==> src/rtl/i2c_byte_master_if.sv <==
// i2c_byte_master_if: command/response handshake plus open-drain SCL/SDA lines of the byte master.
// master modport is the engine side; slave modport is the host/line side.
interface i2c_byte_master_if;
    logic       cmd_valid, cmd_ready, cmd_rd_nak, done;
    logic [1:0] cmd;
    logic [7:0] cmd_wr_data, rd_data;
    logic       ack_received, bus_error;
    logic       scl_oe, sda_oe, scl_in, sda_in;
    modport master (
        input  cmd_valid, cmd, cmd_wr_data, cmd_rd_nak, scl_in, sda_in,
        output cmd_ready, done, rd_data, ack_received, bus_error, scl_oe, sda_oe
    );
    modport slave (
        output cmd_valid, cmd, cmd_wr_data, cmd_rd_nak, scl_in, sda_in,
        input  cmd_ready, done, rd_data, ack_received, bus_error, scl_oe, sda_oe
    );
endinterface

==> src/rtl/i2c_byte_master.sv <==
// i2c_byte_master: one START/WRITE/READ/STOP primitive at a time on open-drain SCL/SDA, 4 ticks per bit.
// Define I2C_CLOCK_STRETCH_EN to honour slave clock stretching with a STRETCH_TIMEOUT bus error.
module i2c_byte_master #(
    parameter logic [15:0] STRETCH_TIMEOUT = 16'd50000
) (
    input  logic              clk,
    input  logic              rst,
    input  logic [7:0]        i2c_speed,
    output logic [7:0]        debug,
    i2c_byte_master_if.master bus
);
    typedef enum logic [3:0] {IDLE, START, WBIT, WACK, RBIT, RACK, STOP} state_t;
    state_t     state;
    logic [7:0] div, spd, sh;
    logic [2:0] bitcnt;
    logic [1:0] q;
    logic       nak, tick, freeze;
`ifdef I2C_CLOCK_STRETCH_EN
    logic [15:0] stretch;
    // Every Q1 releases SCL, so a low scl_in there means a slave is stretching.
    assign freeze = state != IDLE && q == 2'd1 && !bus.scl_in;
`else
    logic unused_stretch;
    assign unused_stretch = ^{bus.scl_in, STRETCH_TIMEOUT};
    assign freeze = 1'b0;
`endif
    assign tick  = !freeze && div == spd;
    assign debug = {bus.bus_error, 3'b000, state};
    always_ff @(posedge clk or negedge rst) begin
        if (!rst) begin
            state            <= IDLE;
            div              <= 8'd0;
            spd              <= 8'd0;
            sh               <= 8'd0;
            bitcnt           <= 3'd0;
            q                <= 2'd0;
            nak              <= 1'b0;
            bus.cmd_ready    <= 1'b1;
            bus.done         <= 1'b0;
            bus.rd_data      <= 8'd0;
            bus.ack_received <= 1'b0;
            bus.bus_error    <= 1'b0;
            bus.scl_oe       <= 1'b0;
            bus.sda_oe       <= 1'b0;
`ifdef I2C_CLOCK_STRETCH_EN
            stretch          <= 16'd0;
`endif
        end else begin
            bus.done <= 1'b0;
`ifdef I2C_CLOCK_STRETCH_EN
            stretch <= (freeze && stretch != STRETCH_TIMEOUT) ? stretch + 16'd1 : 16'd0;
            if (freeze && stretch == STRETCH_TIMEOUT) begin
                state         <= IDLE;
                bus.scl_oe    <= 1'b0;
                bus.sda_oe    <= 1'b0;
                bus.done      <= 1'b1;
                bus.cmd_ready <= 1'b1;
                bus.bus_error <= 1'b1;
            end else
`endif
            if (state == IDLE) begin
                if (bus.cmd_valid) begin
                    // Q0 action of the new command is applied on the accept edge itself.
                    state         <= bus.cmd == 2'd0 ? START : bus.cmd == 2'd1 ? WBIT : bus.cmd == 2'd2 ? RBIT : STOP;
                    bus.sda_oe    <= bus.cmd == 2'd3 ? 1'b1 : bus.cmd == 2'd1 ? ~bus.cmd_wr_data[7] : 1'b0;
                    spd           <= i2c_speed;
                    div           <= 8'd0;
                    q             <= 2'd0;
                    bitcnt        <= 3'd7;
                    sh            <= bus.cmd_wr_data;
                    nak           <= bus.cmd_rd_nak;
                    bus.cmd_ready <= 1'b0;
                    if (bus.cmd == 2'd0) bus.bus_error <= 1'b0;
                end
            end else if (tick) begin
                div <= 8'd0;
                q   <= q + 2'd1;
                case (q)
                    2'd0: bus.scl_oe <= 1'b0;
                    2'd1: begin
                        if (state == START) bus.sda_oe <= 1'b1;
                        if (state == STOP) bus.sda_oe <= 1'b0;
                        if (state == WACK || state == RBIT) sh <= {sh[6:0], bus.sda_in};
                    end
                    2'd2: bus.scl_oe <= state != STOP;
                    default: begin
                        bitcnt <= bitcnt - 3'd1;
                        case (state)
                            WBIT: begin
                                sh         <= {sh[6:0], 1'b0};
                                bus.sda_oe <= bitcnt == 3'd0 ? 1'b0 : ~sh[6];
                                if (bitcnt == 3'd0) state <= WACK;
                            end
                            RBIT: begin
                                if (bitcnt == 3'd0) begin
                                    state      <= RACK;
                                    bus.sda_oe <= ~nak;
                                end
                            end
                            default: begin
                                state         <= IDLE;
                                bus.done      <= 1'b1;
                                bus.cmd_ready <= 1'b1;
                                if (state == WACK) bus.ack_received <= ~sh[0];
                                if (state == RACK) bus.rd_data <= sh;
                            end
                        endcase
                    end
                endcase
            end else if (!freeze) begin
                div <= div + 8'd1;
            end
        end
    end
endmodule

==> src/flat_wrapper.sv <==
// flat-port wrapper written by rule: the top's interface ports become plain ports
module i2c_byte_master_flat 
#(
    parameter logic [15:0] STRETCH_TIMEOUT = 16'd50000
)
  (clk, rst, i2c_speed, debug, bus_cmd_valid, bus_cmd, bus_cmd_wr_data, bus_cmd_rd_nak, bus_scl_in, bus_sda_in, bus_cmd_ready, bus_done, bus_rd_data, bus_ack_received, bus_bus_error, bus_scl_oe, bus_sda_oe);
  i2c_byte_master_if bus_i ();
  input  logic clk;
  input  logic rst;
  input  logic [7:0] i2c_speed;
  output logic [7:0] debug;
  input wire logic [$bits(bus_i.cmd_valid)-1:0] bus_cmd_valid;
  input wire logic [$bits(bus_i.cmd)-1:0] bus_cmd;
  input wire logic [$bits(bus_i.cmd_wr_data)-1:0] bus_cmd_wr_data;
  input wire logic [$bits(bus_i.cmd_rd_nak)-1:0] bus_cmd_rd_nak;
  input wire logic [$bits(bus_i.scl_in)-1:0] bus_scl_in;
  input wire logic [$bits(bus_i.sda_in)-1:0] bus_sda_in;
  output wire logic [$bits(bus_i.cmd_ready)-1:0] bus_cmd_ready;
  output wire logic [$bits(bus_i.done)-1:0] bus_done;
  output wire logic [$bits(bus_i.rd_data)-1:0] bus_rd_data;
  output wire logic [$bits(bus_i.ack_received)-1:0] bus_ack_received;
  output wire logic [$bits(bus_i.bus_error)-1:0] bus_bus_error;
  output wire logic [$bits(bus_i.scl_oe)-1:0] bus_scl_oe;
  output wire logic [$bits(bus_i.sda_oe)-1:0] bus_sda_oe;
  assign bus_i.cmd_valid = bus_cmd_valid;
  assign bus_i.cmd = bus_cmd;
  assign bus_i.cmd_wr_data = bus_cmd_wr_data;
  assign bus_i.cmd_rd_nak = bus_cmd_rd_nak;
  assign bus_i.scl_in = bus_scl_in;
  assign bus_i.sda_in = bus_sda_in;
  assign bus_cmd_ready = bus_i.cmd_ready;
  assign bus_done = bus_i.done;
  assign bus_rd_data = bus_i.rd_data;
  assign bus_ack_received = bus_i.ack_received;
  assign bus_bus_error = bus_i.bus_error;
  assign bus_scl_oe = bus_i.scl_oe;
  assign bus_sda_oe = bus_i.sda_oe;
  i2c_byte_master #(.STRETCH_TIMEOUT(STRETCH_TIMEOUT)) u_core (.clk(clk), .rst(rst), .i2c_speed(i2c_speed), .debug(debug), .bus(bus_i));
endmodule
==> config.mk <==
export PLATFORM = sky130hd
export DESIGN_NAME = i2c_byte_master_flat
export DESIGN_NICKNAME = d
export VERILOG_FILES = /design/src/rtl/i2c_byte_master_if.sv /design/src/rtl/i2c_byte_master.sv /design/src/flat_wrapper.sv
export SDC_FILE = /design/constraint.sdc
export NUM_CORES = 1
export LEC_CHECK = 0
export ABC_AREA = 1
export ABC_CLOCK_PERIOD_IN_PS = 1620
export CORE_MARGIN = 4
export CORE_UTILIZATION = 53
export CTS_CLUSTER_DIAMETER = 200
export DETAILED_ROUTE_END_ITERATION = 10
export PLACE_DENSITY = 0.8
export SLEW_MARGIN = 5
export SYNTH_ARGS = -nofsm -noshare
export SYNTH_HDL_FRONTEND = slang
export SYNTH_SLANG_ARGS = --single-unit
export TNS_END_PERCENT = 50
==> constraint.sdc <==
create_clock -name clk -period 1.62 [get_ports clk]
set_input_delay 0.324 -clock clk [delete_from_list [all_inputs] [get_ports clk]]
set_output_delay 0.324 -clock clk [all_outputs]
set_load 0.005 [all_outputs]
==> metrics.cfg, run 1 <==
[run_status]
status = complete, no violations

[worst_setup_path]
path_max_fanout = 8
cpPeakStageDelay_ns = 0.42
crit_required_ns = 1.82
path_cells = inv_1 > ha_2 > inv_1 > nand3_1 > and3_4 > nand3_4 > nand2_1 > nand2_1
cp_num_cells = 8
arrival_ns = 1.78
startpoint_type = flip-flop
r2r_cells = 8
critical-path-top-delay-family = simple AND/OR/NAND/NOR gates
endpoint_kind = flip-flop
worst-path-buf-inv = 2
critPathSlowestCell = dfrtp_1
path_class = flip-flop to flip-flop

[timing]
min_period_over_period = 0.980
finalSetupViolCount = 0
hold_ws_ns = 0.470
setup_tns_ns = 0
finalHoldViolCount = 0
finalCriticalPeriod_ns = 1.59
drv_slew = 0
rsz0062_at_grt = true
finClkSkew_ns = 0.00606
max_freq_mhz = 630

[synthesis]
syn_area_um2 = 2660
synth_top_area_share = 0.423
synth_edf_count = 0
synth.area.top_cells = dfrtp_1 42%, nand2_1 12%, nand3_1 5.6%
synth_most_common_cell = nand2_1
yosysSeqAreaShare = 0.433
ys_ff_latch = 46
yosysWarningCount = 0
synth_area_per_cell_um2 = 8.37
syn_inst = 318
synth_commonest_cells = 87 x nand2_1, 45 x dfrtp_1, 35 x inv_1
synth_cell_types = 33
ys.flop_type = dfrtp_1
yosysTopAreaCell = dfrtp_1
async_flop_share = 1.00

[clock_tree]
cts_root_buffer = clkbuf_8
cts_made_buffers = 5
htreeDepth = 2
cts_max_path_buffers = 2
insertion_delay_ns = 0.30
cts_tree = built
clkSinkCount = 46
clk_pin_slew_ns = 0.09

[power]
power_density_nw_per_um2 = 1580
power.leakage_nw = 1.69
irDropWorstVdd_uv = 995

[layout]
drive_gt1_frac = 0.207
finalNetCount = 411
diodes = 0
multi_input_area_um2 = 1280
areaGrowthSynthToFinish_pct = 28.0
n_fill_cell = 352
fin_util = 0.712
seq_area_um2 = 1150

[floorplanning]
start_util = 0.556
die_w_um = 78.9
die-height_um = 78.9
rows = 25
coreArea_um2 = 4790
dieArea_um2 = 6220
ioPinCount = 46

[min_path]
hold_depth = 2
min_path_type = flip-flop to flip-flop

[route]
first_iter_violations = 210
via_count = 2354
viasPerCell = 5.25
wl_per_cell_um = 14.0
drt-total-wl_mm = 6.25
drc_errors = 0
antenna_left = 0
firstDrtPassIters = 4

[placed_design]
hpwl_mm = 4.21
port_buffers = 38
gp_congestion = 0.942

[global_routing]
antenna_found_initial = 0
grt.total_usage = 0.202
grt_first_pass_wirelength_mm = 10.0
grt_max_degree = 31
grt_pass1_vias = 2171
overflow = 0

[flow_run]
maxCapViolations = 0

## logic make-up (layout without fill, tap and decap cells)
| group | count (synthesis) | in the layout | synth area share |
|---|---|---|---|
| compound gates | 41 | 41 | 0.0931 |
| xor+xnor | 8 | 8 | 0.0263 |
| fa+ha+maj | 7 | 7 | 0.0329 |
| buf+inv | 58 | 115 | 0.116 |
| flops | 46 | 46 | 0.433 |
| mux | 4 | 4 | 0.0226 |
| other cells | 1 | 6 | 0.00141 |
| simple gates | 153 | 154 | 0.275 |
## sequential cells by signal (all words and copies together) (netlist names), 2 cells and up
name,count
u_core.div,8
u_core.q,2
u_core.state,3
u_core.bitcnt,3
u_core.sh,8
u_core.bus.rd_data,8
u_core.spd,8
## tightest hold or removal path, stage by stage (launching register included)
cell and delay, ns:
dfstp_2 0.38, nand2_1 0.05, nand2_1 0.04
## layer usage
layer | routed length, um | vias to the layer above | GRT usage
met5 | 0 | - | 0
met4 | 165 | 0 | 0.0808
met3 | 362 | 18 | 0.0306
met2 | 3000 | 84 | 0.318
met1 | 2720 | 1116 | 0.282
li1 | - | 1136 | -
## report_power, final
group / total, mW / internal (mW) / switching [mW]
sequential: 1.73 / 1.47 / 0.258
combinational: 2.84 / 1.22 / 1.63
clock: 0.818 / 0.431 / 0.387
total: 5.39 / 3.12 / 2.27
## final cells by class
type,count,area share
tap,67,0.0246
clock buffer,8,0.0323
inverter,41,0.0466
timing repair buffer,66,0.181
sequential,46,0.339
multi-input combinational,220,0.376
## what timing repair did
item,in CTS,in global routing
cloned,0,1
endpoints found under the hold margin,15,0
hold buffers,1,0
resized for setup,5,20
buffers inserted,1,12
pin swaps,0,11
setup endpoints to repair,4,25
## stage by stage
step / cells / cell area, um^2 / total power [mW] / worst slack, ns
floorplan: 323 / 2680 / 3.58 / 0.163
global placement: 425 / 3100 / 4.04 / 0.0211
detailed placement: 425 / 3100 / 4.12 / -0.00359
CTS: 435 / 3230 / 4.97 / 0.00391
global route: 448 / 3410 / 5.81 / -0.0445
finish: 448 / 3410 / 5.39 / 0.0328
## cell usage in the layout (no fill, tap or decap), types with 4 or more instances in the layout
master	count
a21oi_1	6
inv_2	6
xnor2_1	4
ha_1	5
mux2_4	4
nand2_1	86
inv_1	33
clkdlybuf4s50_1	33
o21ai_2	9
nor2_1	11
buf_4	21
dfrtp_1	44
conb_1	6
buf_6	5
o22ai_1	5
xor2_1	4
nand4_1	7
o21ai_0	19
clkbuf_8	8
nand3_1	29
nand2_4	5
## worst paths after layout
check | from | to | slack, ns
setup / recovery | u_core.q[1] | u_core.sh[5] | 0.03
hold / removal | u_core.bus.cmd_ready | u_core.bus.cmd_ready | 0.47
setup reg to reg | u_core.q[1] | u_core.sh[5] | 0.03
hold reg to reg | u_core.bus.cmd_ready | u_core.bus.cmd_ready | 0.47
max in group asynchronous | rst | u_core.sh[1] | 0.65
min in group asynchronous | rst | u_core.div[3] | 0.48
Power figures use the tool's default switching activity.
==> inputs of run 2 (changes only) <==
- CAP_MARGIN: not set -> 20
- CORE_MARGIN: 4 -> not set
- CTS_CLUSTER_DIAMETER: 200 -> not set
==> run 2 against run 1 <==
Effect of this change:
- register-to-register slack better by 0.05 ns
- setup slack better by 0.028 ns
- die area down 15%
- global-route usage up 2.2 points
- core utilization up 0.78 points
- combinational power about the same
- clock skew up 0.0025 ns
- routed wire length down 6.6%
==> metrics.cfg, run 2 (synthesis results as in run 1) <==
[run_status]
status = complete, no violations

[worst_setup_path]
path_class = flip-flop to output port
startpoint_type = flip-flop
r2r_cells = 10
worstReg2RegStart = u_core.div[0]
endpoint_kind = output port
critPathSlowestCell = clkdlybuf4s50_1
path_cells = clkdlybuf4s50_1
r2r_slack_ns = 0.08
worst-path-buf-inv = 1
cpPeakStageDelay_ns = 0.52
crit_required_ns = 1.30
path_max_fanout = 3
arrival_ns = 1.24
rr_endpoint = u_core.sh[3]
critical-path-top-delay-family = buffers and inverters

[route]
drc_errors = 0
wl_per_cell_um = 12.9
viasPerCell = 5.11
antenna_left = 0
first_iter_violations = 229
drt-total-wl_mm = 5.84
via_count = 2306
firstDrtPassIters = 4

[floorplanning]
ioPinCount = 46
start_util = 0.556
die_w_um = 72.9
die-height_um = 72.9
coreArea_um2 = 4790
dieArea_um2 = 5310
rows = 25

[clock_tree]
clkSinkCount = 46
cts_tree = built
cts_max_path_buffers = 2
cts_made_buffers = 5
insertion_delay_ns = 0.30
htreeDepth = 2
clk_pin_slew_ns = 0.08
cts_root_buffer = clkbuf_8

[placed_design]
gp_congestion = 0.900
hpwl_mm = 3.98
port_buffers = 38
place_area_um2 = 3100
dpl.cell_count = 425

[layout]
areaGrowthSynthToFinish_pct = 29.4
final_cell_mix = 86 x nand2_1, 44 x dfrtp_1, 34 x inv_1, 34 x clkdlybuf4s50_1, 28 x nand3_1
multi_input_area_um2 = 1340
fin_cells = 451
seq_area_um2 = 1150
n_fill_cell = 380
diodes = 0
finalNetCount = 414
final_common_cell = nand2_1
drive_gt1_frac = 0.214
design_area_um2 = 3440

[min_path]
hold_depth = 2
min_path_type = flip-flop to flip-flop
hold_start = u_core.sh[5]
holdPathEnd = u_core.sh[5]

[timing]
finClkSkew_ns = 0.00856
finalHoldViolCount = 0
hold_ws_ns = 0.476
min_period_over_period = 0.963
finalSetupViolCount = 0
max_freq_mhz = 641
drv_slew = 0
finalCriticalPeriod_ns = 1.56

[global_routing]
grt.total_usage = 0.224
grt_max_degree = 31
grt_first_pass_wirelength_mm = 9.05
antenna_found_initial = 0
overflow = 0
grt_pass1_vias = 2079

[power]
power_density_nw_per_um2 = 1530
power_mw = 5.27
irDropWorstVdd_uv = 1040
power.leakage_nw = 1.68

[flow_run]
maxCapViolations = 0

==> run 2: cell types whose count changed in the layout (fill, tap and decap cells not counted), moves of 2 or more <==
cell	previous run	this run
clkbuf_1	0	2
clkbuf_8	8	6
inv_4	2	0
buf_4	21	25
o21ai_0	19	17
buf_6	5	2
inv_6	0	2
==> run 2: metrics by stage <==
step	utilization	TNS [ns]	setup WS, ns
detailed placement	0.649	0	0.0716
global placement	0.649	0	0.0977
CTS	0.675	0	0.000301
global route	0.720	-0.235	-0.0348
floorplan	-	0	0.163
finish	0.720	0	0.0606
==> run 2: worst max-delay path by stage <==
| stage | startpoint | endpoint | cells after the start |
|---|---|---|---|
| after CTS | u_core.state[2] | debug[2] | 2 |
| after global routing | u_core.div[0] | u_core.sh[4] | 10 |
| after floorplan | u_core.state[1] | u_core.nak | 7 |
| after global placement | bus_cmd_valid | u_core.bitcnt[2] | 6 |
| final | u_core.state[0] | debug[0] | 1 |
| after detailed placement | u_core.state[0] | u_core.sh[2] | 7 |
==> run 2: power breakdown <==
group	internal, mW	switching [mW]	leakage (nW)
logic	1.20	1.66	1.04
clock network	0.348	0.362	0.0455
registers	1.47	0.240	0.593
total	3.02	2.26	1.68
==> run 2: area by class of cell <==
| class | instances | share of cell area |
|---|---|---|
| Timing Repair Buffer | 67 | 0.179 |
| Tap cell | 67 | 0.0243 |
| Clock buffer | 8 | 0.0262 |
| Inverter | 41 | 0.0476 |
| Sequential cell | 46 | 0.335 |
| Multi-Input combinational cell | 222 | 0.388 |
==> run 2: per-layer routing <==
layer	wire (um)	part of all wire	GRT usage
met4	117	0.020	0.0654
met5	0	0	0
met3	316	0.054	0.0414
met1	2650	0.45	0.297
met2	2750	0.47	0.376
==> run 2: timing repair <==
action / 4_1_cts / 5_1_grt
hold endpoints to repair: 15 / 0
pin swaps: 0 / 8
resized for setup: 6 / 25
hold buffers: 1 / 0
cloned: 0 / 3
setup endpoints to repair: 3 / 34
setup buffers: 2 / 13
